File: config.mk
export PLATFORM = sky130hd
export DESIGN_NAME = alu_cmd_sequencer_flat
export DESIGN_NICKNAME = d
export VERILOG_FILES = /design/src/rtl/alu_cmd_sequencer_if.sv /design/src/rtl/alu_cmd_sequencer.sv /design/src/flat_wrapper.sv
export SDC_FILE = /design/constraint.sdc
export NUM_CORES = 1
export LEC_CHECK = 0
export CAP_MARGIN = 10
export CORE_MARGIN = 8
export CORE_UTILIZATION = 31
export DETAILED_ROUTE_END_ITERATION = 6
export GPL_ROUTABILITY_DRIVEN = 0
export SLEW_MARGIN = 25
export SYNTH_ARGS = -nofsm -noshare
export SYNTH_HDL_FRONTEND = slang
export SYNTH_SLANG_ARGS = --single-unit
File: constraint.sdc
create_clock -name clk -period 2.26 [get_ports clk]
set_input_delay 0.678 -clock clk [delete_from_list [all_inputs] [get_ports clk]]
set_output_delay 0.678 -clock clk [all_outputs]
set_load 0.03 [all_outputs]
File: src/rtl/alu_cmd_sequencer_if.sv
// alu_cmd_sequencer_if: bundle of the command, ALU-side and response signals of the sequencer
// slave  : sequencer view (accepts cmd_*, drives alu_*, presents rsp_*, status fifo_count/busy)
// master : environment view (offers cmd_*, returns alu_result, consumes rsp_*)
interface alu_cmd_sequencer_if #(
  parameter int DEPTH = 4,
  parameter int OPW   = 4,
  parameter int RESW  = 6
);
  localparam int CW = $clog2(DEPTH) + 1;
  logic            cmd_valid;
  logic            cmd_ready;
  logic [OPW-1:0]  cmd_a;
  logic [OPW-1:0]  cmd_b;
  logic [2:0]      cmd_sel;
  logic [OPW-1:0]  alu_a;
  logic [OPW-1:0]  alu_b;
  logic [2:0]      alu_sel;
  logic [RESW-1:0] alu_result;
  logic            rsp_valid;
  logic            rsp_ready;
  logic [RESW-1:0] rsp_result;
  logic [2:0]      rsp_sel;
  logic [CW-1:0]   fifo_count;
  logic            busy;
  modport slave (
    input  cmd_valid, cmd_a, cmd_b, cmd_sel, alu_result, rsp_ready,
    output cmd_ready, alu_a, alu_b, alu_sel, rsp_valid, rsp_result, rsp_sel, fifo_count, busy
  );
  modport master (
    output cmd_valid, cmd_a, cmd_b, cmd_sel, alu_result, rsp_ready,
    input  cmd_ready, alu_a, alu_b, alu_sel, rsp_valid, rsp_result, rsp_sel, fifo_count, busy
  );
endinterface

File: src/rtl/alu_cmd_sequencer.sv
// alu_cmd_sequencer: buffers ALU commands in a FIFO, issues them one at a time and returns results in order
// Ports: clk, reset (async active-low), bus (alu_cmd_sequencer_if.slave: cmd_*, alu_*, rsp_*, fifo_count, busy)
// Optional: define ALU_RESULT_MASK_EN to zero the upper result bits of logical opcodes at capture
module alu_cmd_sequencer #(
  parameter int DEPTH = 4,
  parameter int OPW   = 4,
  parameter int RESW  = 6
) (
  input logic               clk,
  input logic               reset,
  alu_cmd_sequencer_if.slave bus
);
  localparam int AW = $clog2(DEPTH);
  localparam int EW = 2 * OPW + 3;
  typedef enum logic [1:0] {IDLE, ISSUE, WAIT, HOLD} state_t;
  state_t          state_q, state_d;
  logic [EW-1:0]   mem_q [DEPTH];
  logic [AW-1:0]   wr_ptr_q, rd_ptr_q;
  logic [AW:0]     count_q, count_d;
  logic [OPW-1:0]  alu_a_q, alu_a_d, alu_b_q, alu_b_d;
  logic [2:0]      alu_sel_q, alu_sel_d;
  logic            rsp_valid_q, rsp_valid_d;
  logic [RESW-1:0] rsp_result_q, rsp_result_d;
  logic [2:0]      rsp_sel_q, rsp_sel_d;
  logic            push, pop, empty;
  logic [RESW-1:0] cap_result;
  assign empty         = count_q == '0;
  assign bus.cmd_ready = count_q != (AW+1)'(DEPTH);
  assign push          = bus.cmd_valid & bus.cmd_ready;
`ifdef ALU_RESULT_MASK_EN
  logic logic_op;
  assign logic_op   = !(alu_sel_q inside {3'b000, 3'b001, 3'b100});
  assign cap_result = logic_op ? {{(RESW-OPW){1'b0}}, bus.alu_result[OPW-1:0]} : bus.alu_result;
`else
  assign cap_result = bus.alu_result;
`endif
  // pop decisions use registered occupancy only, so a same-edge push is never bypassed
  always_comb begin
    state_d      = state_q;
    pop          = 1'b0;
    alu_a_d      = alu_a_q;
    alu_b_d      = alu_b_q;
    alu_sel_d    = alu_sel_q;
    rsp_valid_d  = rsp_valid_q;
    rsp_result_d = rsp_result_q;
    rsp_sel_d    = rsp_sel_q;
    case (state_q)
      IDLE: begin
        pop     = !empty;
        state_d = empty ? IDLE : ISSUE;
      end
      ISSUE: state_d = WAIT;
      WAIT: begin
        rsp_valid_d  = 1'b1;
        rsp_result_d = cap_result;
        rsp_sel_d    = alu_sel_q;
        state_d      = HOLD;
      end
      HOLD: if (bus.rsp_ready) begin
        rsp_valid_d = 1'b0;
        pop         = !empty;
        state_d     = empty ? IDLE : ISSUE;
      end
      default: state_d = IDLE;
    endcase
    if (pop) {alu_a_d, alu_b_d, alu_sel_d} = mem_q[rd_ptr_q];
  end
  assign count_d = count_q + (AW+1)'(push) - (AW+1)'(pop);
  always_ff @(posedge clk) begin
    if (push) mem_q[wr_ptr_q] <= {bus.cmd_a, bus.cmd_b, bus.cmd_sel};
  end
  always_ff @(posedge clk or negedge reset) begin
    if (!reset) begin
      state_q      <= IDLE;
      wr_ptr_q     <= '0;
      rd_ptr_q     <= '0;
      count_q      <= '0;
      alu_a_q      <= '0;
      alu_b_q      <= '0;
      alu_sel_q    <= '0;
      rsp_valid_q  <= 1'b0;
      rsp_result_q <= '0;
      rsp_sel_q    <= '0;
    end else begin
      state_q      <= state_d;
      wr_ptr_q     <= wr_ptr_q + AW'(push);
      rd_ptr_q     <= rd_ptr_q + AW'(pop);
      count_q      <= count_d;
      alu_a_q      <= alu_a_d;
      alu_b_q      <= alu_b_d;
      alu_sel_q    <= alu_sel_d;
      rsp_valid_q  <= rsp_valid_d;
      rsp_result_q <= rsp_result_d;
      rsp_sel_q    <= rsp_sel_d;
    end
  end
  assign bus.alu_a      = alu_a_q;
  assign bus.alu_b      = alu_b_q;
  assign bus.alu_sel    = alu_sel_q;
  assign bus.rsp_valid  = rsp_valid_q;
  assign bus.rsp_result = rsp_result_q;
  assign bus.rsp_sel    = rsp_sel_q;
  assign bus.fifo_count = count_q;
  assign bus.busy       = state_q != IDLE || !empty;
endmodule

File: src/flat_wrapper.sv
// flat-port wrapper written by rule: the top's interface ports become plain ports
module alu_cmd_sequencer_flat 
#(
  parameter int DEPTH = 4,
  parameter int OPW   = 4,
  parameter int RESW  = 6
)
  (clk, reset, bus_cmd_valid, bus_cmd_a, bus_cmd_b, bus_cmd_sel, bus_alu_result, bus_rsp_ready, bus_cmd_ready, bus_alu_a, bus_alu_b, bus_alu_sel, bus_rsp_valid, bus_rsp_result, bus_rsp_sel, bus_fifo_count, bus_busy);
  alu_cmd_sequencer_if #(.DEPTH(DEPTH), .OPW(OPW), .RESW(RESW)) bus_i ();
  input logic clk;
  input logic reset;
  input wire logic [$bits(bus_i.cmd_valid)-1:0] bus_cmd_valid;
  input wire logic [$bits(bus_i.cmd_a)-1:0] bus_cmd_a;
  input wire logic [$bits(bus_i.cmd_b)-1:0] bus_cmd_b;
  input wire logic [$bits(bus_i.cmd_sel)-1:0] bus_cmd_sel;
  input wire logic [$bits(bus_i.alu_result)-1:0] bus_alu_result;
  input wire logic [$bits(bus_i.rsp_ready)-1:0] bus_rsp_ready;
  output wire logic [$bits(bus_i.cmd_ready)-1:0] bus_cmd_ready;
  output wire logic [$bits(bus_i.alu_a)-1:0] bus_alu_a;
  output wire logic [$bits(bus_i.alu_b)-1:0] bus_alu_b;
  output wire logic [$bits(bus_i.alu_sel)-1:0] bus_alu_sel;
  output wire logic [$bits(bus_i.rsp_valid)-1:0] bus_rsp_valid;
  output wire logic [$bits(bus_i.rsp_result)-1:0] bus_rsp_result;
  output wire logic [$bits(bus_i.rsp_sel)-1:0] bus_rsp_sel;
  output wire logic [$bits(bus_i.fifo_count)-1:0] bus_fifo_count;
  output wire logic [$bits(bus_i.busy)-1:0] bus_busy;
  assign bus_i.cmd_valid = bus_cmd_valid;
  assign bus_i.cmd_a = bus_cmd_a;
  assign bus_i.cmd_b = bus_cmd_b;
  assign bus_i.cmd_sel = bus_cmd_sel;
  assign bus_i.alu_result = bus_alu_result;
  assign bus_i.rsp_ready = bus_rsp_ready;
  assign bus_cmd_ready = bus_i.cmd_ready;
  assign bus_alu_a = bus_i.alu_a;
  assign bus_alu_b = bus_i.alu_b;
  assign bus_alu_sel = bus_i.alu_sel;
  assign bus_rsp_valid = bus_i.rsp_valid;
  assign bus_rsp_result = bus_i.rsp_result;
  assign bus_rsp_sel = bus_i.rsp_sel;
  assign bus_fifo_count = bus_i.fifo_count;
  assign bus_busy = bus_i.busy;
  alu_cmd_sequencer #(.DEPTH(DEPTH), .OPW(OPW), .RESW(RESW)) u_core (.clk(clk), .reset(reset), .bus(bus_i));
endmodule
# --- Word level (Yosys, flattened, before mapping) ---
# Memories as Yosys holds them, arrays and structs flattened. A register that Yosys moved wholly into a read port is not among the register bits.
# Cells that the tools add are included.
totals:
  ff_bits: 19
  ram_bits: 44
  input_bits: 21
  output_inout_bits: 26
  word_cells: 35
  memories: 1
mem_list:
  columns: ["name", "depth", "width", "rd", "rd_clocked_by_memory_dff", "write_ports", "line_no", "rtl"]
  rows:
  - ["u_core.mem_q", 4, 11, 1, 1, 1, "alu_cmd_sequencer.sv:17", "logic [EW-1:0] mem_q [DEPTH];"]
op_classes:
  add_sub_neg: 4
  n_eq_ne: 5
  mux: 9
  bitwise_logic: 1
  n_reduce_logical: 8
ops:
  columns: ["cell", "count"]
  rows:
  - ["$pmux W2 S4", 1]
  - ["$mux W1", 5]
  - ["$add A2 B1 Y2", 2]
  - ["$eq A2 B2 Y1 const B", 2]
  - ["$pmux W1 S2", 2]
  - ["$reduce_bool A2 Y1", 2]
  - ["$add A3 B1 Y3", 1]
  - ["$logic_not A3 Y1", 1]
  - ["$ne A3 B3 Y1 const B", 1]
  - ["$sub A3 B1 Y3", 1]
  - ["$eq A2 B1 Y1 const B", 1]
  - ["$logic_not A1 Y1", 2]
  - ["$logic_not A2 Y1", 1]
  - ["$mux W2", 1]
  - ["$ne A2 B2 Y1 const B", 1]
  - ["$reduce_and A2 Y1", 1]
  - ["$and A1 B1 Y1", 1]
  - ["$logic_or A1 B1 Y1", 1]

# --- Logic depth before layout (Yosys ltp) ---
# Gate-level depths: netlist of run 1.
logic_depth:
  depth_word: 5
  ltp_mapped: 12
  mapped_depth_nobuf: 11

# --- Worst setup path before layout of run 1 ---
# Ideal clock, no wire load.
synth_path:
  path_kind: "register to register"
  startpoint: "register u_core.state_q[0]"
  endpoint: "register u_core.count_q[2] (netlist: u_core.bus.fifo_count[2])"
  setup_time_ns: 0.138
  arrival_ns: 2.336
  required_time_ns: 2.122
  path_slack_ns: -0.214
  path_stages_with_launch: 12
  path_buffers: 1
  period_less_slack_ns: 2.474
  cell_sequence: "dfrtp_1 -> inv_1 -> ha_1 -> nor3_2 -> buf_4 -> ha_1 -> inv_1 -> ha_1 -> inv_1 -> fa_1 -> xnor2_1 -> xnor2_1"
synth_via:
  elab_chain_len: 3
  elab_cells_between_ends: 4
  classes_between: "add/sub: 1; eq/ne: 1; mux: 1; reduce/logical: 1"
synth_rtl:
  columns: ["element", "line_no", "rtl"]
  rows:
  - ["start: declaration", "alu_cmd_sequencer.sv:16", "state_t state_q, state_d;"]
  - ["start signal: assignment", "alu_cmd_sequencer.sv:85", "state_q <= state_d;"]
  - ["$eq A2 B2 Y1 / $logic_not A2 Y1 (equally long branches)", "alu_cmd_sequencer.sv:47", "case (state_q)"]
  - ["$pmux W1 S2 (*)", "alu_cmd_sequencer.sv:47", null]
  - ["net u_core.pop", "alu_cmd_sequencer.sv:25", "logic push, pop, empty;"]
  - ["$sub A3 B1 Y3 (*)", "alu_cmd_sequencer.sv:68", "assign count_d = count_q + (AW+1)'(push) - (AW+1)'(pop);"]
  - ["net u_core.count_d[2]", "alu_cmd_sequencer.sv:19", "logic [AW:0] count_q, count_d;"]
  - ["end signal: assignment", "alu_cmd_sequencer.sv:88", "count_q <= count_d;"]
  - ["end: declaration", "alu_cmd_sequencer.sv:19", null]
# The timed path passes the listed nets; every way through them passes the cells marked *.
# A chain may end at the register's enable or synchronous reset.

# --- Worst setup path in the final report of run 1 ---
layout_path:
  startpoint: "register u_core.count_q[0] (netlist: u_core.bus.fifo_count[0])"
  endpoint: "output port bus_busy"
layout_via:
  elab_chain_len: 3
layout_rtl:
  columns: ["element", "line_no", "rtl"]
  rows:
  - ["$logic_not A3 Y1", "alu_cmd_sequencer.sv:27", "assign empty = count_q == '0;"]
  - ["$logic_not A1 Y1", "alu_cmd_sequencer.sv:104", "assign bus.busy = state_q != IDLE || !empty;"]
  - ["$logic_or A1 B1 Y1", "alu_cmd_sequencer.sv:104", null]
  - ["end: declaration", "flat_wrapper.sv:26", "output wire logic [$bits(bus_i.busy)-1:0] bus_busy;"]
# Every way passes these cells.

==> run_results.csv, run 1 <==
group,metric,value,unit
place,post-place-ws,-0.460,ns
critical_path,path_max_fanout,5,
cells_and_area,fin_cells,328,
timing,period_minus_slack,2.19,ns
clock_tree,clkLatencyLatePin,0.34,ns
timing,fin_ws,0.0728,ns
floorplanning,design.die.area,0.0127,mm2
timing,max_slew_margin,0.643,
min_path,min_to,"u_core.bus.rsp_sel[0]",
clock_tree,root_buffer,"clkbuf_8",
detailed_routing,wl_met3,384,um
power_and_ir_drop,swShare,0.338,
timing,clock_skew,0.00854,ns
min_path,worstHoldStart,"u_core.bus.rsp_sel[0]",
timing,setup_viol,0,
synth,synthTopCellsByCount,"edfxtp_1, dfrtp_1, mux2_2, mux2_4, mux4_2",
global_routing,antenna_found_initial,0,
detailed_routing,vias,1445,
power_and_ir_drop,internal-power,3760,uW
synth,synth_edf_count,44,
cells_and_area,drive_gt1_frac,0.290,
detailed_routing,wl_per_cell,15.2,um
clock_tree,clkTransAtPathRegs,0.07,ns
detailed_routing,drt_wl_total,5000,um
place,portBuffers,46,
cells_and_area,syn2layout_area_growth,31.6,%
cells_and_area,fill_cells,825,
clock_tree,postCtsHoldBufs,0,
synth,synth_area,0.00290,mm2
detailed_routing,top_layer,"met4",
detailed_routing,wl_met2,2450,um
min_path,hold_path_depth,1,
critical_path,path_class,"register to output pin",
cells_and_area,fin_nets,241,
critical_path,end_kind,"output pin",
detailed_routing,drc_errors,0,
detailed_routing,drt-initial-drc-count,49,
power_and_ir_drop,power.clock.fraction,0.174,
floorplanning,pin_count,47,
floorplanning,die_w,113,um
floorplanning,die_h,113,um
clock_tree,cts_tree,"done",
synth,synth-async-reset-ratio,0.405,
clock_tree,cts_buffer_depth,2,
place,dp_cells,312,
critical_path,crit_required,1.58,ns
critical_path,reg2reg_to,"u_core.bus.fifo_count[2]",
clock_tree,htreeDepth,3,
power_and_ir_drop,switchingPower,1910,uW
min_path,hold_path_class,"register to register",
synth,yosysTopAreaCell,"edfxtp_1",
clock_tree,post-cts-setup-buffers,0,
synth,syn_avg_cell_area,19.6,um2
synth,synth_top_area_share,0.455,
global_routing,grt_start_max_net_pins,31,
synth,ys_seq_elements,74,
synth,yosysUniqueCellTypes,28,
floorplanning,initial_utilization,0.317,
global_routing,grt.overflow.total,0,
power_and_ir_drop,power.total,5670,uW
synth,syn_inst,148,
critical_path,worstPathArrival,1.51,ns
critical_path,rr_worst_depth,10,
synth,synthFlopType,"edfxtp_1",
timing,worstMarginPinSlew,0.536,ns
synth,yosysMostFrequentCell,"edfxtp_1",
flow_run,cap_violations,0,
power_and_ir_drop,ir_worst_vdd,0.000501,V
detailed_routing,routed_via_density,4.41,
synth,synth_nets,177,
timing,setup_tns,0,ns
synth,synth.area.top_cells,"edfxtp_1, dfrtp_1, mux4_2, mux2_4, mux2_2",
timing,final_max_slew_viol_count,0,
synth,synth_seq_area_share,0.714,
power_and_ir_drop,seq_power_share,0.387,
timing,rsz0062_at_grt,"yes",
power_and_ir_drop,p_leak,0.00144,uW
global_routing,grtUsageTotal,0.0855,
synth,yosys_warnings,0,
power_and_ir_drop,power_density,1480,mW/mm2
critical_path,r2r_slack,0.10,ns
cells_and_area,diodes,0,
run_status,outcome,"finished, final reports clean",
detailed_routing,drt.antenna.violating_nets,0,
floorplanning,core,0.00915,mm2
place,hpwl,3430,um
power_and_ir_drop,combPwrFrac,0.439,
critical_path,startpoint_type,"register",
global_routing,grt_pass1_vias,1568,
global_routing,grt_pass1_wl,8170,um
detailed_routing,drt-pass1-iter-count,4,
critical_path,r2r_start,"u_core.state_q[0]",
timing,hold_viol_final,0,
clock_tree,cts.sinks,74,
timing,max_freq,0.457,GHz
floorplanning,rows,35,
detailed_routing,wl_met1,2120,um
timing,whs,0.506,ns
timing,fin_crit_sh,0.968,
clock_tree,cts_buffers,9,
==> cell families (layout without fill, tap and decap cells) <==
| logic type | after synthesis | count (layout) | synth area share |
|---|---|---|---|
| AND/OR/NAND/NOR | 15 | 15 | 0.0328 |
| AO/OA/AOI/OAI | 4 | 4 | 0.00733 |
| multiplexers | 31 | 31 | 0.177 |
| adder cells (fa/ha/maj) | 8 | 8 | 0.0371 |
| buffers and inverters | 12 | 81 | 0.0198 |
| flip-flops | 74 | 74 | 0.714 |
| XOR/XNOR | 4 | 4 | 0.0121 |
==> power groups by stage <==
| stage | Sequential (uW) | Clock [uW] | Combinational [uW] |
|---|---|---|---|
| floorplan | 2570 | 0 | 1260 |
| global placement | 2230 | 0 | 2480 |
| detailed placement | 2230 | 0 | 2520 |
| CTS | 2210 | 1030 | 2520 |
| global route | 2260 | 1080 | 2690 |
| finish | 2190 | 985 | 2490 |
==> flip-flops by register name (all words and copies together) (netlist names) <==
| name | cells |
|---|---|
| u_core.bus.fifo_count | 3 |
| u_core.bus.alu_sel | 3 |
| u_core.mem_q | 44 |
| u_core.bus.rsp_sel | 3 |
| u_core.bus.rsp_result | 6 |
| u_core.bus.alu_a | 4 |
| u_core.bus.alu_b | 4 |
| u_core.rd_ptr_q | 2 |
| u_core.bus.rsp_valid | 1 |
| u_core.state_q | 2 |
| u_core.wr_ptr_q | 2 |
==> repair_timing <==
| action | CTS | global route |
|---|---|---|
| gates resized for setup | 4 | 3 |
| gates cloned | 0 | 0 |
| pin swaps | 1 | 1 |
| setup endpoints to repair | 3 | 3 |
==> final cells by class <==
type,instances,area (um2),share of cell area
Sequential cell,74,2070,0.542
Timing Repair Buffer,57,573,0.150
Clock buffer,11,141,0.0370
Clock inverter,5,53.8,0.0141
Tap cell,111,139,0.0364
Multi-Input combinational cell,62,811,0.212
Inverter,8,30.0,0.00786
==> per-stage QoR <==
stage	instance area, um2	utilization
after floorplan	2930	-
after global placement	3620	0.395
after detailed placement	3620	0.395
after CTS	3810	0.416
after global routing	3820	0.417
final	3820	0.417
==> critical path, stage by stage, from the launching register on <==
cell	delay, ns
dfrtp_1	0.43
nor3_2	0.30
nand2_1	0.08
dlygate4sd2_1	0.36
==> layout by cell type, fill, tap and decap left out, types with 2 or more instances in the layout <==
cell type	n
buf_4	8
dfrtp_1	30
inv_1	8
xnor2_1	2
clkinvlp_4	2
nor3_2	2
nor3b_2	2
dlygate4sd2_1	2
ha_1	6
clkdlybuf4s50_1	43
mux4_2	10
edfxtp_1	44
o21ai_0	2
clkbuf_8	10
mux2_4	10
nand2_1	3
xor2_1	2
mux2_2	10
nand2b_1	2
buf_12	3
==> worst max path at each step <==
| stage | slack, ns | end | cells past startpoint | from |
|---|---|---|---|---|
| 2_1_floorplan | -0.15 | u_core.bus.fifo_count[2] | 11 | u_core.state_q[0] |
| 6_report | 0.07 | bus_busy | 3 | u_core.bus.fifo_count[0] |
| 5_1_grt | -0.04 | u_core.bus.fifo_count[2] | 10 | u_core.state_q[0] |
| 3_3_place_gp | -0.44 | u_core.bus.fifo_count[2] | 10 | bus_rsp_ready |
| 4_1_cts | 0.002 | bus_cmd_ready | 2 | u_core.bus.fifo_count[0] |
| 3_5_place_dp | -0.46 | u_core.bus.fifo_count[2] | 10 | bus_rsp_ready |
==> metal layers <==
metal	vias to the layer above	global-route usage
li1	685	-
met1	717	0.0938
met2	38	0.139
met3	5	0.0479
met4	0	0.0243
met5	-	0
Power figures use the tool's default switching activity.
==> run 2, diff against run 1 <==
SKIP_CTS_REPAIR_TIMING = 1   (was not set)
==> run 2 against run 1 <==
First-iteration DRC count grew 4.1%. Global-route usage is essentially flat. Count of clock-buffer cells in the layout is the same. Sequential share of layout area shrank 0.63 points. Cell count grew 0.30%. Critical path depth shrank 2. Via count grew 0.97%. Worst hold slack is essentially flat. Combinational power grew 2%. Clock skew is essentially flat. Die area is the same. Register-to-register slack gained 0.05 ns. Critical path type unchanged. Critical endpoint is now bus_fifo_count[2].
==> run_results.csv, run 2 (synthesis results as in run 1) <==
group,metric,value,unit
run_status,outcome,"finished, final reports clean",
timing,fin_crit_sh,0.959,
detailed_routing,drt_wl_total,5020,um
timing,period_minus_slack,2.17,ns
timing,worstMarginPinSlew,0.533,ns
cells_and_area,diodes,0,
cells_and_area,fill_cells,821,
place,portBuffers,46,
critical_path,r2r_start,"u_core.state_q[1]",
clock_tree,cts_buffer_depth,2,
floorplanning,pin_count,47,
clock_tree,cts_buffers,9,
timing,hold_viol_final,0,
critical_path,startpoint_type,"register",
clock_tree,cts_tree,"done",
timing,clock_skew,0.00809,ns
detailed_routing,wl_per_cell,15.3,um
critical_path,end_kind,"output pin",
timing,final_max_slew_viol_count,0,
power_and_ir_drop,power_density,1480,mW/mm2
cells_and_area,fin_nets,242,
critical_path,cp.depth,1,
place,dpl_cell_area,0.00362,mm2
detailed_routing,vias,1459,
critical_path,worstPathCellList,"clkdlybuf4s50_1",
timing,max_slew_margin,0.645,
floorplanning,initial_utilization,0.317,
global_routing,grtUsageTotal,0.0853,
critical_path,reg2reg_to,"u_core.bus.fifo_count[2]",
critical_path,slowest_stage,"clkdlybuf4s50_1",
timing,max_freq,0.462,GHz
critical_path,crit_required,1.58,ns
cells_and_area,syn2layout_area_growth,33.1,%
cells_and_area,layout_common_cells,"edfxtp_1, clkdlybuf4s50_1, dfrtp_1",
clock_tree,htreeDepth,3,
timing,setup_viol,0,
detailed_routing,drc_errors,0,
detailed_routing,drt-pass1-iter-count,4,
critical_path,rr_worst_depth,10,
critical_path,slowest_delay,0.71,ns
min_path,hold_path_class,"register to register",
detailed_routing,routed_via_density,4.43,
clock_tree,root_buffer,"clkbuf_8",
floorplanning,design.die.area,0.0127,mm2
global_routing,grt_pass1_wl,8140,um
power_and_ir_drop,ir_worst_vdd,0.000501,V
cells_and_area,regMostFlops,"u_core.mem_q",
critical_path,path_class,"register to output pin",
floorplanning,die_w,113,um
cells_and_area,drive_gt1_frac,0.307,
critical_path,cp_top_family,"buffers and inverters",
global_routing,grt_pass1_vias,1565,
floorplanning,core,0.00915,mm2
timing,rsz0062_at_grt,"no",
critical_path,path_max_fanout,5,
flow_run,cap_violations,0,
critical_path,crit_end,"bus_fifo_count[2]",
detailed_routing,drt-initial-drc-count,51,
cells_and_area,largest_reg_flops,44,
power_and_ir_drop,p_leak,0.00146,uW
cells_and_area,fin_area,0.00386,mm2
critical_path,cp_num_buf_inv,1,
cells_and_area,final_common_cell,"edfxtp_1",
critical_path,worstPathArrival,1.49,ns
critical_path,r2r_slack,0.15,ns
clock_tree,cts.sinks,74,
global_routing,grt.overflow.total,0,
global_routing,grt_start_max_net_pins,31,
clock_tree,clkLatencyLatePin,0.34,ns
timing,whs,0.506,ns
critical_path,critPathLaunch,"u_core.bus.fifo_count[2]",
global_routing,antenna_found_initial,0,
floorplanning,die_h,113,um
place,hpwl,3430,um
detailed_routing,drt.antenna.violating_nets,0,
clock_tree,clkTransAtPathRegs,0.07,ns
floorplanning,rows,35,
==> run 2: power by group <==
group	switching (uW)	total, uW	internal [uW]
sequential	302	2210	1900
combinational	1190	2540	1360
clock	451	986	534
total	1940	5740	3800
==> run 2: how the worst min path moves through the flow <==
stage	end	slack (ns)	cells past startpoint	start
5_1_grt	u_core.bus.alu_a[2]	0.53	1	u_core.bus.alu_a[2]
3_5_place_dp	u_core.bus.rsp_sel[0]	0.49	1	u_core.bus.rsp_sel[0]
4_1_cts	u_core.bus.rsp_result[5]	0.51	1	u_core.bus.rsp_result[5]
6_report	u_core.bus.rsp_sel[0]	0.51	1	u_core.bus.rsp_sel[0]
2_1_floorplan	u_core.bus.alu_a[0]	0.38	0	reset
3_3_place_gp	u_core.bus.rsp_result[0]	0.49	1	u_core.bus.rsp_result[0]
==> run 2: through the flow <==
stage               power (uW)   util  setup WS (ns)  instances  setup TNS [ns]
finish                    5740  0.422         0.0938        329               0
global placement          4710  0.395         -0.441        312          -0.744
detailed placement        4750  0.395         -0.460        312          -0.769
floorplan                 3830      -         -0.146        148          -0.146
CTS                       5760  0.416         -0.242        328          -0.540
global route              6100  0.422        0.00738        329               0
==> run 2: area by class of cell <==
| class | instances | area [um2] | share of cell area |
|---|---|---|---|
| timing repair buffer | 58 | 596 | 0.154 |
| clock buffer | 11 | 141 | 0.0366 |
| clock inverter | 5 | 53.8 | 0.0139 |
| sequential | 74 | 2070 | 0.536 |
| inverter | 8 | 30.0 | 0.00777 |
| multi-input combinational | 62 | 833 | 0.216 |
| tap | 111 | 139 | 0.0359 |
==> run 2: per-layer routing <==
| metal | part of all wire | vias up | track usage |
|---|---|---|---|
| li1 | - | 689 | - |
| met4 | 0.0088 | 0 | 0.0243 |
| met2 | 0.49 | 39 | 0.139 |
| met3 | 0.079 | 5 | 0.0479 |
| met5 | 0 | - | 0 |
| met1 | 0.42 | 726 | 0.0932 |
